==> src/rtl/chi_request_node_if.sv <==
// rtl/chi_request_node_if.sv - client request/completion and slave-node bus bundle for chi_request_node
interface chi_request_node_if;
    logic        req_valid;
    logic        req_ready;
    logic [31:0] req_addr;
    logic [3:0]  req_cmd;
    logic [31:0] req_wdata;
    logic        cpl_valid;
    logic        cpl_ready;
    logic [31:0] cpl_rdata;
    logic        cpl_err;
    logic [31:0] addr;
    logic [3:0]  command;
    logic [31:0] write_data;
    logic        request_valid;
    logic [31:0] read_data;
    logic        response_valid;

    modport master (
        input  req_valid, req_addr, req_cmd, req_wdata, cpl_ready, read_data, response_valid,
        output req_ready, cpl_valid, cpl_rdata, cpl_err, addr, command, write_data, request_valid
    );

    modport slave (
        output req_valid, req_addr, req_cmd, req_wdata, cpl_ready, read_data, response_valid,
        input  req_ready, cpl_valid, cpl_rdata, cpl_err, addr, command, write_data, request_valid
    );
endinterface

==> src/rtl/chi_request_node.sv <==
// rtl/chi_request_node.sv - request node: request FIFO, single-outstanding issue FSM, completion return
// Optional WAIT timeout enabled by defining CHI_RN_TIMEOUT_EN.
module chi_request_node #(
    parameter int DEPTH          = 4,
    parameter int TIMEOUT_CYCLES = 16
) (
    input  logic               clk,
    input  logic               reset,
    chi_request_node_if.master bus
);
    localparam int              AW        = (DEPTH > 1) ? $clog2(DEPTH) : 1;
    localparam int              CW        = AW + 1;
    localparam logic [AW-1:0]   PTR_ONE   = AW'(1);
    localparam logic [CW-1:0]   CNT_ONE   = CW'(1);
    localparam logic [CW-1:0]   CNT_FULL  = CW'(DEPTH);
    localparam logic [3:0]      CMD_READ  = 4'b0001;
    localparam logic [3:0]      CMD_WRITE = 4'b0010;

    localparam logic [1:0] S_IDLE  = 2'd0;
    localparam logic [1:0] S_ISSUE = 2'd1;
    localparam logic [1:0] S_WAIT  = 2'd2;
    localparam logic [1:0] S_CPL   = 2'd3;

    logic [31:0]   r_fifo_addr  [DEPTH];
    logic [3:0]    r_fifo_cmd   [DEPTH];
    logic [31:0]   r_fifo_wdata [DEPTH];
    logic [AW-1:0] r_wr_ptr;
    logic [AW-1:0] r_rd_ptr;
    logic [CW-1:0] r_count;
    logic [1:0]    r_state;
    logic [31:0]   r_addr;
    logic [3:0]    r_cmd;
    logic [31:0]   r_wdata;
    logic [31:0]   r_rdata;
    logic          r_err;

    logic w_full;
    logic w_empty;
    logic w_push;
    logic w_pop;
    logic w_head_ok;
    logic w_timeout;

    assign w_full    = (r_count == CNT_FULL);
    assign w_empty   = (r_count == '0);
    assign w_push    = bus.req_valid && !w_full && !reset;
    assign w_pop     = (r_state == S_IDLE) && !w_empty;
    assign w_head_ok = (r_fifo_cmd[r_rd_ptr] == CMD_READ) || (r_fifo_cmd[r_rd_ptr] == CMD_WRITE);

    always_ff @(posedge clk) begin
        if (w_push) begin
            r_fifo_addr[r_wr_ptr]  <= bus.req_addr;
            r_fifo_cmd[r_wr_ptr]   <= bus.req_cmd;
            r_fifo_wdata[r_wr_ptr] <= bus.req_wdata;
        end
    end

    always_ff @(posedge clk) begin
        if (reset) begin
            r_wr_ptr <= '0;
            r_rd_ptr <= '0;
            r_count  <= '0;
        end else begin
            if (w_push) r_wr_ptr <= r_wr_ptr + PTR_ONE;
            if (w_pop)  r_rd_ptr <= r_rd_ptr + PTR_ONE;
            case ({w_push, w_pop})
                2'b10:   r_count <= r_count + CNT_ONE;
                2'b01:   r_count <= r_count - CNT_ONE;
                default: r_count <= r_count;
            endcase
        end
    end

`ifdef CHI_RN_TIMEOUT_EN
    localparam int            TW       = $clog2(TIMEOUT_CYCLES + 1);
    localparam logic [TW-1:0] TMO_LAST = TW'(TIMEOUT_CYCLES - 1);
    logic [TW-1:0] r_tmo_cnt;

    // Held at zero outside WAIT, so every WAIT entry starts a fresh count.
    always_ff @(posedge clk) begin
        if (reset || r_state != S_WAIT) r_tmo_cnt <= '0;
        else                            r_tmo_cnt <= r_tmo_cnt + TW'(1);
    end
    assign w_timeout = (r_state == S_WAIT) && (r_tmo_cnt == TMO_LAST);
`else
    logic w_unused_tmo;
    assign w_unused_tmo = (TIMEOUT_CYCLES == 0);
    assign w_timeout    = 1'b0;
`endif

    always_ff @(posedge clk) begin
        if (reset) begin
            r_state <= S_IDLE;
            r_addr  <= '0;
            r_cmd   <= '0;
            r_wdata <= '0;
            r_rdata <= '0;
            r_err   <= 1'b0;
        end else begin
            case (r_state)
                S_IDLE: if (w_pop) begin
                    if (w_head_ok) begin
                        r_addr  <= r_fifo_addr[r_rd_ptr];
                        r_cmd   <= r_fifo_cmd[r_rd_ptr];
                        r_wdata <= r_fifo_wdata[r_rd_ptr];
                        r_state <= S_ISSUE;
                    end else begin
                        r_rdata <= '0;
                        r_err   <= 1'b1;
                        r_state <= S_CPL;
                    end
                end
                S_ISSUE: r_state <= S_WAIT;
                // A response in the limit cycle wins over the timeout.
                S_WAIT: if (bus.response_valid) begin
                    r_rdata <= (r_cmd == CMD_READ) ? bus.read_data : 32'h0;
                    r_err   <= 1'b0;
                    r_state <= S_CPL;
                end else if (w_timeout) begin
                    r_rdata <= '0;
                    r_err   <= 1'b1;
                    r_state <= S_CPL;
                end
                S_CPL: if (bus.cpl_ready) r_state <= S_IDLE;
                default: r_state <= S_IDLE;
            endcase
        end
    end

    assign bus.req_ready     = !w_full && !reset;
    assign bus.request_valid = (r_state == S_ISSUE) && !reset;
    assign bus.cpl_valid     = (r_state == S_CPL) && !reset;
    assign bus.cpl_rdata     = reset ? 32'h0 : r_rdata;
    assign bus.cpl_err       = r_err && !reset;
    assign bus.addr          = reset ? 32'h0 : r_addr;
    assign bus.command       = reset ? 4'h0 : r_cmd;
    assign bus.write_data    = reset ? 32'h0 : r_wdata;
endmodule

==> src/flat_wrapper.sv <==
// flat-port wrapper written by rule: the top's interface ports become plain ports
module chi_request_node_flat 
#(
    parameter int DEPTH          = 4,
    parameter int TIMEOUT_CYCLES = 16
)
  (clk, reset, bus_req_valid, bus_req_addr, bus_req_cmd, bus_req_wdata, bus_cpl_ready, bus_read_data, bus_response_valid, bus_req_ready, bus_cpl_valid, bus_cpl_rdata, bus_cpl_err, bus_addr, bus_command, bus_write_data, bus_request_valid);
  chi_request_node_if bus_i ();
  input  logic clk;
  input  logic reset;
  input wire logic [$bits(bus_i.req_valid)-1:0] bus_req_valid;
  input wire logic [$bits(bus_i.req_addr)-1:0] bus_req_addr;
  input wire logic [$bits(bus_i.req_cmd)-1:0] bus_req_cmd;
  input wire logic [$bits(bus_i.req_wdata)-1:0] bus_req_wdata;
  input wire logic [$bits(bus_i.cpl_ready)-1:0] bus_cpl_ready;
  input wire logic [$bits(bus_i.read_data)-1:0] bus_read_data;
  input wire logic [$bits(bus_i.response_valid)-1:0] bus_response_valid;
  output wire logic [$bits(bus_i.req_ready)-1:0] bus_req_ready;
  output wire logic [$bits(bus_i.cpl_valid)-1:0] bus_cpl_valid;
  output wire logic [$bits(bus_i.cpl_rdata)-1:0] bus_cpl_rdata;
  output wire logic [$bits(bus_i.cpl_err)-1:0] bus_cpl_err;
  output wire logic [$bits(bus_i.addr)-1:0] bus_addr;
  output wire logic [$bits(bus_i.command)-1:0] bus_command;
  output wire logic [$bits(bus_i.write_data)-1:0] bus_write_data;
  output wire logic [$bits(bus_i.request_valid)-1:0] bus_request_valid;
  assign bus_i.req_valid = bus_req_valid;
  assign bus_i.req_addr = bus_req_addr;
  assign bus_i.req_cmd = bus_req_cmd;
  assign bus_i.req_wdata = bus_req_wdata;
  assign bus_i.cpl_ready = bus_cpl_ready;
  assign bus_i.read_data = bus_read_data;
  assign bus_i.response_valid = bus_response_valid;
  assign bus_req_ready = bus_i.req_ready;
  assign bus_cpl_valid = bus_i.cpl_valid;
  assign bus_cpl_rdata = bus_i.cpl_rdata;
  assign bus_cpl_err = bus_i.cpl_err;
  assign bus_addr = bus_i.addr;
  assign bus_command = bus_i.command;
  assign bus_write_data = bus_i.write_data;
  assign bus_request_valid = bus_i.request_valid;
  chi_request_node #(.DEPTH(DEPTH), .TIMEOUT_CYCLES(TIMEOUT_CYCLES)) u_core (.clk(clk), .reset(reset), .bus(bus_i));
endmodule
==> config.mk <==
export PLATFORM = sky130hd
export DESIGN_NAME = chi_request_node_flat
export DESIGN_NICKNAME = d
export VERILOG_FILES = /design/src/rtl/chi_request_node_if.sv /design/src/rtl/chi_request_node.sv /design/src/flat_wrapper.sv
export SDC_FILE = /design/constraint.sdc
export NUM_CORES = 1
export LEC_CHECK = 0
export BUFFER_PORTS_ARGS = -buffer_cell sky130_fd_sc_hd__buf_2
export CORE_MARGIN = 2
export CORE_UTILIZATION = 32
export CTS_CLUSTER_DIAMETER = 200
export DETAILED_ROUTE_END_ITERATION = 6
export HOLD_SLACK_MARGIN = 0.12
export PLACE_DENSITY = 0.61
export REMOVE_ABC_BUFFERS = 1
export SYNTH_ARGS = -nofsm -noshare
export SYNTH_HDL_FRONTEND = slang
export SYNTH_SLANG_ARGS = --single-unit
==> constraint.sdc <==
create_clock -name clk -period 3.4 [get_ports clk]
set_input_delay 0.51 -clock clk [delete_from_list [all_inputs] [get_ports clk]]
set_output_delay 0.51 -clock clk [all_outputs]
set_load 0.05 [all_outputs]
[Word-level counts from Yosys, hierarchy flattened]
Memory sizes are Yosys's and may differ from the RTL's. A register that Yosys moved wholly into a read port is not among the register bits.
Cells that the tools add are included.
W data, S select, Z words.
Operators by class
  add/sub/neg operators: 4
  eq/ne operators: 13
  mux-type cells: 23
  reduce and logical (&&, ||, !) cells: 18
Operators with widths (count)
  $mux W32: 7
  $pmux W32 S2: 1
  $mux W2: 6
  $eq A4 B1 Y1 const B: 2
  $pmux W2 S4: 1
  $logic_and A1 B1 Y1: 7
  $eq A2 B2 Y1 const B: 3
  $ne A2 B2 Y1 const B: 3
  $pmux W3 S2: 1
  $reduce_and A3 Y1: 2
  $mux W1: 5
  $add A2 B1 Y2 const B: 2
  $eq A2 B1 Y1 const B: 2
  $eq A4 B2 Y1 const B: 1
  $mux W4: 1
  $reduce_and A4 Y1: 1
  $reduce_bool A2 Y1: 2
  $add A3 B1 Y3 const B: 1
  $eq A3 B3 Y1 const B: 1
  $logic_not A1 Y1: 3
  $logic_not A3 Y1: 1
  $sub A3 B1 Y3 const B: 1
  $logic_not A2 Y1: 1
  $ne A2 B1 Y1 const B: 1
  other kinds (2): 2
Storage, ports and cells
  bits in registers: 46
  memory bits (writable): 272
  input bits: 105
  output and inout port bits: 104
  logic and storage cells: 68
  memories kept: 3
Memories
  u_core.r_fifo_addr: depth 4, width 32, rd ports 1, clocked after memory_dff 1, wr ports 1, line chi_request_node.sv:24  | logic [31:0] r_fifo_addr [DEPTH];
  u_core.r_fifo_wdata: depth 4, width 32, rd ports 1, clocked after memory_dff 1, wr ports 1, line chi_request_node.sv:26  | logic [31:0] r_fifo_wdata [DEPTH];
  u_core.r_fifo_cmd: depth 4, width 4, rd ports 1, clocked after memory_dff 1, wr ports 1, line chi_request_node.sv:25  | logic [3:0] r_fifo_cmd [DEPTH];

[Logic depth before layout (Yosys ltp)]
Gate-level depths: netlist of the first run.
  depth after elaboration: 6
  gate-level depth with buffers: 8
  depth with buffers taken out: 8

[Worst setup path before layout of the first run]
No wires, ideal clock.
  kind: input-to-reg
  start point: in reset
  end point: mem u_core.r_fifo_addr[1][0], enable pin
  setup time: 433 ps
  arrival time: 2901 ps
  required time: 2967 ps
  path slack: 65 ps
  stages: 3
  buffers on the path: 1
  cells stage by stage: clkbuf_1 > a211oi_1 > and2_1
On the way
  word-level cells in the longest chain between the ends: 4
Ends and longest elaborated chain
  start: declaration: line flat_wrapper.sv:10  | input logic reset;
  $logic_not A1 Y1: line chi_request_node.sv:46  | assign w_push = bus.req_valid && !w_full && !reset;
  $logic_and A1 B1 Y1: line chi_request_node.sv:46
  $mux W1: line chi_request_node.sv:51  | if (w_push) begin
  $mux W1 (implied by the code): line chi_request_node.sv:52  | r_fifo_addr[r_wr_ptr] <= bus.req_addr;
  end: declaration: line chi_request_node.sv:24
Every way passes these cells.

==> results.sh, run 1 <==
export IMPL_status="complete, no violations"
export IMPL_holdWs_ns=0.160
export IMPL_wirelength_mm=30.9
export IMPL_synth_cells=846
export IMPL_p_leak_nw=6.84
export IMPL_clk_pin_slew_worst_paths_ns=0.06
export IMPL_ys_seq_area_share_pct=69.9
export IMPL_powerDensity_nw_per_um2=672
export IMPL_path_buf_inv=0
export IMPL_portBuffers=208
export IMPL_period_needed_ns=2.85
export IMPL_grtUsageTotal_pct=12.7
export IMPL_crit_path_cell_trace="mux4_2 -> xnor2_1 -> o31ai_4 -> mux2_2"
export IMPL_finalMaxSlewViolations=0
export IMPL_initial_utilization_pct=32.2
export IMPL_routed_via_density=4.56
export IMPL_cts_max_level=2
export IMPL_grt_overflow=0
export IMPL_ir_drop_uv=458
export IMPL_synth_distinct_cells=43
export IMPL_worst_setup_path_end_kind="flop"
export IMPL_grt_pass1_wl_mm=46.1
export IMPL_synth_area_um2=14900
export IMPL_crit_family="compound AO/OA/AOI/OAI gates"
export IMPL_drt_iter0_drc=283
export IMPL_hold_viol=0
export IMPL_tns_ns=0
export IMPL_crit_type="reg2reg"
export IMPL_multiInputGateArea_um2=4260
export IMPL_nets=1210
export IMPL_fp_row_count=79
export IMPL_maxCapViolations=0
export IMPL_fmax_mhz=350
export IMPL_grt_max_degree=81
export IMPL_ys_flop_type="edfxtp_1"
export IMPL_worstMarginPinSlew_ns=1.25
export IMPL_first_pass_iters=4
export IMPL_fillCellCount=4302
export IMPL_crit_fanout=32
export IMPL_via_count=7908
export IMPL_clock_sinks=384
export IMPL_layout_setup_ws_ns=0.546
export IMPL_hold_buffers=20
export IMPL_cts_inserted_buffers=43
export IMPL_postPlaceCellArea_um2=16800
export IMPL_cts_root_buffer="clkbuf_16"
export IMPL_hp_class="in2reg"
export IMPL_setup_violations=0
export IMPL_grt_pass1_vias=8092
export IMPL_num_io_pins=209
export IMPL_regArea_um2=10400
export IMPL_dp_slack_ns=0.528
export IMPL_wl_per_cell_um=17.8
export IMPL_post_cts_buffers=0
export IMPL_ys_ff_latch=384
export IMPL_relSlewSlack_pct=16.7
export IMPL_postLayoutCellArea_um2=18400
export IMPL_cp_slowest_cell="o31ai_4"
export IMPL_die_w_um=220
export IMPL_coreArea_um2=46300
export IMPL_cts_tree="built"
export IMPL_crit_arrival_ns=3.29
export IMPL_drive_gt1_share_pct=39.9
export IMPL_synth_edff_count=272
export IMPL_drc=0
export IMPL_dpl_cell_count=1636
export IMPL_cp_start_kind="flop"
export IMPL_globalplace_congestion=0.674
export IMPL_cp_required_ns=3.83
export IMPL_grt_setup_unrepaired="no"
export IMPL_finalCritPeriodShare_pct=83.9
export IMPL_clock_latency_ns=0.57
export IMPL_ant_nets=0
export IMPL_yosysWarnings=0
export IMPL_synth_avg_cell_area_um2=17.6
export IMPL_die_area_um2=48300
export IMPL_slowest_delay_ns=1.05
export IMPL_die_h_um=220
export IMPL_hold_path_startpoint="bus_req_wdata[1]"
export IMPL_asyncSetResetFlopFracSynth_pct=0
export IMPL_cts_resized_gates=0
export IMPL_area_growth_syn_to_layout_pct=23.6
export IMPL_finClkSkew_ns=0.0225
export IMPL_dp_hpwl_mm=18.9
export IMPL_clock_path_buffers=3
export IMPL_antenna_found_initial=6
export IMPL_fin_cells=1736
-- final timing paths --
path	cells past startpoint	end	slack, ns
setup / recovery	4	u_core.r_err	0.55
hold / removal	1	u_core.r_fifo_wdata[2][1]	0.16
setup reg to reg	4	u_core.r_err	0.55
hold reg to reg	2	u_core.r_state[0]	0.49
-- registers in the layout, indices dropped and copies added (netlist names), named ones only --
register,cells
u_core.r_addr,32
u_core.r_err,1
u_core.r_rdata,32
u_core.r_state,2
u_core.r_count,3
u_core.r_rd_ptr,2
u_core.r_cmd,4
u_core.r_wdata,32
u_core.r_fifo_addr,128
u_core.r_wr_ptr,2
u_core.r_fifo_wdata,128
u_core.r_fifo_cmd,16
-- synth_stat cells, types with 2 or more instances --
cell	n	share of area (%)
o31ai_1	2	0.10
and2_1	6	0.25
a21oi_1	4	0.13
mux2i_1	2	0.13
or2_2	4	0.17
nor2b_1	169	7.1
buf_1	7	0.18
buf_6	3	0.23
xor2_1	2	0.12
nand2_1	4	0.10
mux2_2	49	3.7
buf_2	15	0.50
dfxtp_1	112	15
clkbuf_1	22	0.55
xnor2_1	4	0.24
mux4_2	68	10
mux2_4	18	1.8
ha_1	10	0.84
nor2_1	14	0.35
edfxtp_1	272	55
inv_1	7	0.18
a22o_1	31	1.8
-- area by class of cell --
cell class | count | share of cell area, %
timing repair buffer | 250 | 8.08
antenna | 1 | 0.0136
tap | 607 | 4.13
inverter | 7 | 0.143
clock inverter | 23 | 1.35
multi-input combinational | 408 | 23.2
clock buffer | 56 | 6.55
sequential | 384 | 56.6
-- power breakdown --
part	total, mW	switching [mW]	internal (mW)
registers	5.51	0.199	5.31
logic	2.17	1.08	1.09
clock network	4.70	1.88	2.82
-- logic make-up (layout without fill, tap and decap cells) --
| group | after synthesis | after routing | synth area share (%) |
|---|---|---|---|
| AOI/OAI and AO/OA | 44 | 44 | 2.47 |
| buffers and inverters | 54 | 336 | 1.64 |
| adders and majority gates | 11 | 11 | 0.975 |
| and+or+nand+nor | 209 | 209 | 8.60 |
| muxes | 137 | 137 | 15.9 |
| xor gates and xnor gates | 7 | 7 | 0.462 |
| other | 0 | 1 | 0 |
| DFF | 384 | 384 | 69.9 |
-- placed cells by master, fill, tap and decap left out, drive strengths merged, types with 2 or more instances in the layout --
cell type,n
edfxtp,272
buf,230
nor2b,169
dfxtp,112
mux4,68
mux2,67
clkbuf,56
a22o,31
dlygate4sd3,20
nor2,14
clkinv,13
ha,10
inv,9
and2,6
or2,5
a21oi,4
xnor2,4
nand2,4
bufinv,4
clkinvlp,4
o31ai,3
xor2,3
mux2i,2
-- metrics by stage --
step	utilization (%)	total power, mW
3_3_place_gp	36.2	7.79
3_5_place_dp	36.2	7.83
5_1_grt	39.8	13.0
6_report	39.8	12.4
4_1_cts	39.8	12.6
2_1_floorplan	-	7.21
-- worst register-to-register path, stage by stage (launching register included) --
cell and delay (ns):
dfxtp_1 0.44, mux4_2 0.60, xnor2_1 0.22, o31ai_4 1.05
mux2_2 0.43
-- layer usage --
layer	routed length, um	GRT usage (%)
met1	13300	15.4
met2	14800	21.3
met3	2000	3.80
met4	813	4.90
met5	65	0
Note: power is estimated with default switching activity, not from simulation.
==> inputs of run 2 (changes only) <==
==> constraint.sdc (replaced) <==
create_clock -name clk -period 2.35 [get_ports clk]
set_input_delay 0.3525 -clock clk [delete_from_list [all_inputs] [get_ports clk]]
set_output_delay 0.3525 -clock clk [all_outputs]
set_load 0.05 [all_outputs]
==> results.sh, run 2 (synthesized netlist as in run 1, its figures left out) <==
export IMPL_status="complete, no violations"
export IMPL_ir_drop_uv=607
export IMPL_postLayoutCellArea_um2=19200
export IMPL_worstMarginPinSlew_ns=0.422
export IMPL_dp_hpwl_mm=18.5
export IMPL_drc=0
export IMPL_ant_nets=0
export IMPL_crit_family="simple AND/OR/NAND/NOR gates"
export IMPL_r2r_slack_ns=0.11
export IMPL_crit_arrival_ns=2.68
export IMPL_cp_depth=7
export IMPL_p_switching_mw=4.58
export IMPL_portBuffers=208
export IMPL_wl_per_cell_um=17.5
export IMPL_cp_slowest_cell="or4b_2"
export IMPL_drt_iter0_drc=347
export IMPL_cts_max_level=2
export IMPL_cts_inserted_buffers=44
export IMPL_clk_pin_slew_worst_paths_ns=0.06
export IMPL_period_needed_ns=2.24
export IMPL_hold_viol=0
export IMPL_crit_fanout=31
export IMPL_intPower_mw=13.0
export IMPL_p_leak_nw=7.15
export IMPL_relSlewSlack_pct=71.7
export IMPL_fmax_mhz=447
export IMPL_cp_required_ns=2.79
export IMPL_hp_class="in2reg"
export IMPL_routed_via_density=4.52
export IMPL_comb_power_share_pct=20.2
export IMPL_r2r_end="u_core.r_rdata[30]"
export IMPL_ff2ff_path_depth=7
export IMPL_first_pass_iters=5
export IMPL_crit_path_cell_trace="inv_1 -> ha_2 -> or4b_2 -> and3b_1 -> o311a_1 -> buf_12 -> a22o_1"
export IMPL_grt_max_degree=79
export IMPL_die_w_um=220
export IMPL_path_buf_inv=2
export IMPL_initial_utilization_pct=32.2
export IMPL_post_cts_buffers=0
export IMPL_cts_root_buffer="clkbuf_16"
export IMPL_m1WireLength_mm=13.8
export IMPL_postPlaceCellArea_um2=16900
export IMPL_cp_endpoint="u_core.r_rdata[30]"
export IMPL_cp_start_kind="flop"
export IMPL_grt_pass1_vias=8293
export IMPL_top_layer="met5"
export IMPL_wirelength_mm=31.9
export IMPL_clock_path_buffers=3
export IMPL_p_clk_share_pct=35.1
export IMPL_die_area_um2=48300
export IMPL_nets=1294
export IMPL_grt_pass1_wl_mm=47.7
export IMPL_dr_wl_met2_mm=15.3
export IMPL_clock_latency_ns=0.56
export IMPL_powerDensity_nw_per_um2=912
export IMPL_timing_critical_path_from="u_core.r_state[0]"
export IMPL_worst_setup_path_end_kind="flop"
export IMPL_reg_top3="u_core.r_fifo_addr x128, u_core.r_fifo_wdata x128"
export IMPL_final_cell_mix="edfxtp_1 (272), buf_2 (207), nor2b_1 (169)"
export IMPL_num_io_pins=209
export IMPL_finClkSkew_ns=0.0162
export IMPL_grt_setup_unrepaired="no"
export IMPL_globalplace_congestion=0.681
export IMPL_grtUsageTotal_pct=13.1
export IMPL_holdPathStages=5
export IMPL_seq_power_share_pct=44.7
export IMPL_clock_sinks=384
export IMPL_p_total_mw=17.6
export IMPL_antenna_found_initial=2
export IMPL_rr_startpoint="u_core.r_state[0]"
export IMPL_grt_overflow=0
export IMPL_final_common_cell="edfxtp_1"
export IMPL_slowest_delay_ns=0.61
export IMPL_p_sw_share_pct=26.1
export IMPL_finalCritPeriodShare_pct=95.1
export IMPL_drive_gt1_share_pct=36.8
export IMPL_maxCapViolations=0
export IMPL_coreArea_um2=46300
export IMPL_area_growth_syn_to_layout_pct=29.2
export IMPL_die_h_um=220
export IMPL_via_count=8234
export IMPL_crit_type="reg2reg"
export IMPL_finalMaxSlewViolations=0
export IMPL_wl_met3_mm=1.97
export IMPL_setup_violations=0
export IMPL_fp_row_count=79
export IMPL_cts_tree="built"
## run 2: area by class of cell
class,count,area (um2)
clock inverters,23,139
inverters,7,26.3
fillers,4174,27000
well taps,607,759
repair buffers,333,2470
flip-flops and latches,384,10400
diodes,1,2.50
multi-input cells,408,4270
clock buffers,57,1160
## run 2: repair_timing
action	CTS	global route
resized for setup	0	2
setup endpoints to repair	0	2
hold buffers	99	0
endpoints found under the hold margin	303	0
## run 2: metrics by stage
step	TNS, ns	utilization, %	setup slack [ns]	hold WS, ns	std cells
global placement	0	36.6	0.144	0.487	1640
CTS	0	41.6	0.0872	0.224	1819
finish	0	41.6	0.114	0.264	1820
global route	0	41.6	0.0183	0.249	1820
floorplan	-341.56	-	-1.58	0.422	799
detailed placement	0	36.6	0.0986	0.499	1640
## run 2: how the worst min path moves through the flow
stage,startpoint,to
2_1_floorplan,reset,u_core.r_count[2]
3_3_place_gp,u_core.r_state[1],u_core.r_state[1]
3_5_place_dp,u_core.r_state[0],u_core.r_state[0]
4_1_cts,reset,u_core.r_wr_ptr[1]
5_1_grt,reset,u_core.r_wr_ptr[1]
6_report,reset,u_core.r_wr_ptr[1]
## run 2: layer usage
layer	GRT usage, %	up-vias
met3	3.49	53
met5	0	-
met4	4.68	2
li1	-	3872
met1	16.0	4107
met2	22.1	200
## run 2: worst register-to-register path, stage by stage, from the launching register on
cell and delay [ns]:
dfxtp_1 0.34, inv_1 0.11, ha_2 0.23, or4b_2 0.61
and3b_1 0.25, o311a_1 0.17, buf_12 0.18, a22o_1 0.24
## run 2: power groups by stage
stage	Clock (mW)	Combinational (mW)	Sequential (mW)
after floorplan	0	2.24	8.19
after global placement	0	3.45	7.97
after detailed placement	0	3.49	7.98
after CTS	6.42	3.63	7.84
after global routing	6.68	3.85	7.88
final	6.17	3.55	7.84
==> inputs of run 3 (changes only) <==
==> constraint.sdc (replaced) <==
create_clock -name clk -period 2.35 [get_ports clk]
set_input_delay 0.1175 -clock clk [delete_from_list [all_inputs] [get_ports clk]]
set_output_delay 0.1175 -clock clk [all_outputs]
set_load 0.05 [all_outputs]
==> results.sh, run 3 (synthesized netlist as in run 1, its figures left out) <==
export IMPL_postLayoutCellArea_um2=19600
export IMPL_grtUsageTotal_pct=13.3
export IMPL_holdPathStages=5
export IMPL_ant_nets=0
export IMPL_period_needed_ns=2.25
export IMPL_globalplace_congestion=0.689
export IMPL_grt_overflow=0
export IMPL_crit_fanout=5
export IMPL_ir_drop_uv=669
export IMPL_finalMaxSlewViolations=0
export IMPL_reg_top3="u_core.r_fifo_addr x128, u_core.r_fifo_wdata x128"
export IMPL_routed_via_density=4.53
export IMPL_cp_depth=7
export IMPL_area_growth_syn_to_layout_pct=31.5
export IMPL_cts_max_level=2
export IMPL_cts_inserted_buffers=43
export IMPL_grt_max_degree=77
export IMPL_cts_tree="built"
export IMPL_rr_startpoint="u_core.r_state[0]"
export IMPL_status="complete, no violations"
export IMPL_cp_start_kind="flop"
export IMPL_via_count=8311
export IMPL_die_area_um2=48300
export IMPL_relSlewSlack_pct=45.8
export IMPL_crit_arrival_ns=2.73
export IMPL_hold_viol=0
export IMPL_cp_required_ns=2.83
export IMPL_drt_iter0_drc=354
export IMPL_antenna_found_initial=1
export IMPL_drc=0
export IMPL_hold_path_startpoint="bus_req_valid"
export IMPL_path_buf_inv=2
export IMPL_dp_hpwl_mm=19.5
export IMPL_coreArea_um2=46300
export IMPL_grt_pass1_wl_mm=48.5
export IMPL_r2r_end="u_core.r_state[0]"
export IMPL_clock_sinks=384
export IMPL_hp_class="in2reg"
export IMPL_clock_path_buffers=3
export IMPL_tns_ns=0
export IMPL_powerDensity_nw_per_um2=937
export IMPL_fp_row_count=79
export IMPL_portBuffers=208
export IMPL_cts_root_buffer="clkbuf_16"
export IMPL_wirelength_mm=32.3
export IMPL_num_io_pins=209
export IMPL_fmax_mhz=445
export IMPL_final_cell_mix="edfxtp_1 (272), buf_2 (207), nor2b_1 (169)"
export IMPL_cp_slowest_cell="or4b_2"
export IMPL_worst_setup_path_end_kind="flop"
export IMPL_final_common_cell="edfxtp_1"
export IMPL_maxCapViolations=0
export IMPL_clk_pin_slew_worst_paths_ns=0.06
export IMPL_grt_pass1_vias=8585
export IMPL_drive_gt1_share_pct=37.3
export IMPL_r2r_slack_ns=0.10
export IMPL_ff2ff_path_depth=7
export IMPL_finClkSkew_ns=0.0222
export IMPL_wl_per_cell_um=17.6
export IMPL_slowest_delay_ns=0.60
export IMPL_die_h_um=220
export IMPL_hold_path_end="u_core.r_wr_ptr[1]"
export IMPL_diodes=0
export IMPL_setup_violations=0
export IMPL_postPlaceCellArea_um2=17100
export IMPL_p_leak_nw=7.31
export IMPL_die_w_um=220
export IMPL_clock_latency_ns=0.56
export IMPL_crit_path_cell_trace="inv_1 -> ha_2 -> or4b_2 -> nand3b_1 -> nand2_1 -> dlygate4sd3_1 -> a21oi_1"
export IMPL_first_pass_iters=4
export IMPL_initial_utilization_pct=32.2
export IMPL_finalCritPeriodShare_pct=95.6
export IMPL_crit_type="reg2reg"
export IMPL_worstMarginPinSlew_ns=0.813
export IMPL_crit_family="simple AND/OR/NAND/NOR gates"
export IMPL_nets=1308
run 3: worst min-delay path: cells and delay by family:
family	cells	cell delay, ns
buf+inv	3	0.31
compound gates	2	0.25
run 3: area by class of cell:
| type | instances | area (um2) |
|---|---|---|
| Fill cell | 4169 | 26700 |
| Sequential cell | 384 | 10400 |
| Multi-Input combinational cell | 408 | 4270 |
| Timing Repair Buffer | 348 | 2660 |
| Clock buffer | 53 | 1130 |
| Tap cell | 607 | 759 |
| Clock inverter | 26 | 310 |
| Inverter | 7 | 26.3 |
run 3: metal layers:
layer | share of wire, % | vias up | GRT usage [%]
li1 | - | 3900 | -
met1 | 43 | 4171 | 16.4
met2 | 48 | 187 | 22.6
met3 | 6.0 | 51 | 3.35
met4 | 2.4 | 2 | 4.68
met5 | 0.040 | - | 0
run 3: worst max-delay path by stage:
stage | start | endpoint | slack, ns
4_1_cts | u_core.r_state[1] | u_core.r_state[0] | 0.07
5_1_grt | u_core.r_state[1] | u_core.r_state[0] | -0.005
3_3_place_gp | u_core.r_state[0] | u_core.r_rdata[30] | 0.15
2_1_floorplan | u_core.r_rd_ptr[0] | u_core.r_addr[10] | -1.58
3_5_place_dp | u_core.r_count[0] | u_core.r_count[2] | 0.10
6_report | u_core.r_state[0] | u_core.r_state[0] | 0.10
run 3: what timing repair did:
item / in CTS / in global routing
hold buffers: 105 / 0
gates resized for setup: 0 / 2
buffers inserted: 0 / 2
endpoints found under the hold margin: 308 / 0
endpoints found under the setup margin: 0 / 2
run 3: power by group:
group / internal [mW] / switching (mW) / total (mW) / leakage (nW)
Sequential: 7.68 / 0.182 / 7.86 / 3.38
Combinational: 1.89 / 1.75 / 3.64 / 3.23
Clock: 4.12 / 2.72 / 6.84 / 0.703
Total: 13.7 / 4.65 / 18.3 / 7.31
run 3: metrics by stage:
| stage | setup slack [ns] | utilization [%] | cells | hold WS, ns | power (mW) |
|---|---|---|---|---|---|
| floorplan | -1.58 | - | 799 | 0.187 | 10.4 |
| global placement | 0.147 | 36.9 | 1647 | 0.329 | 11.5 |
| detailed placement | 0.103 | 36.9 | 1647 | 0.330 | 11.5 |
| CTS | 0.0659 | 42.3 | 1831 | 0.121 | 18.6 |
| global route | -0.00506 | 42.3 | 1833 | 0.161 | 19.2 |
| finish | 0.104 | 42.3 | 1833 | 0.153 | 18.3 |
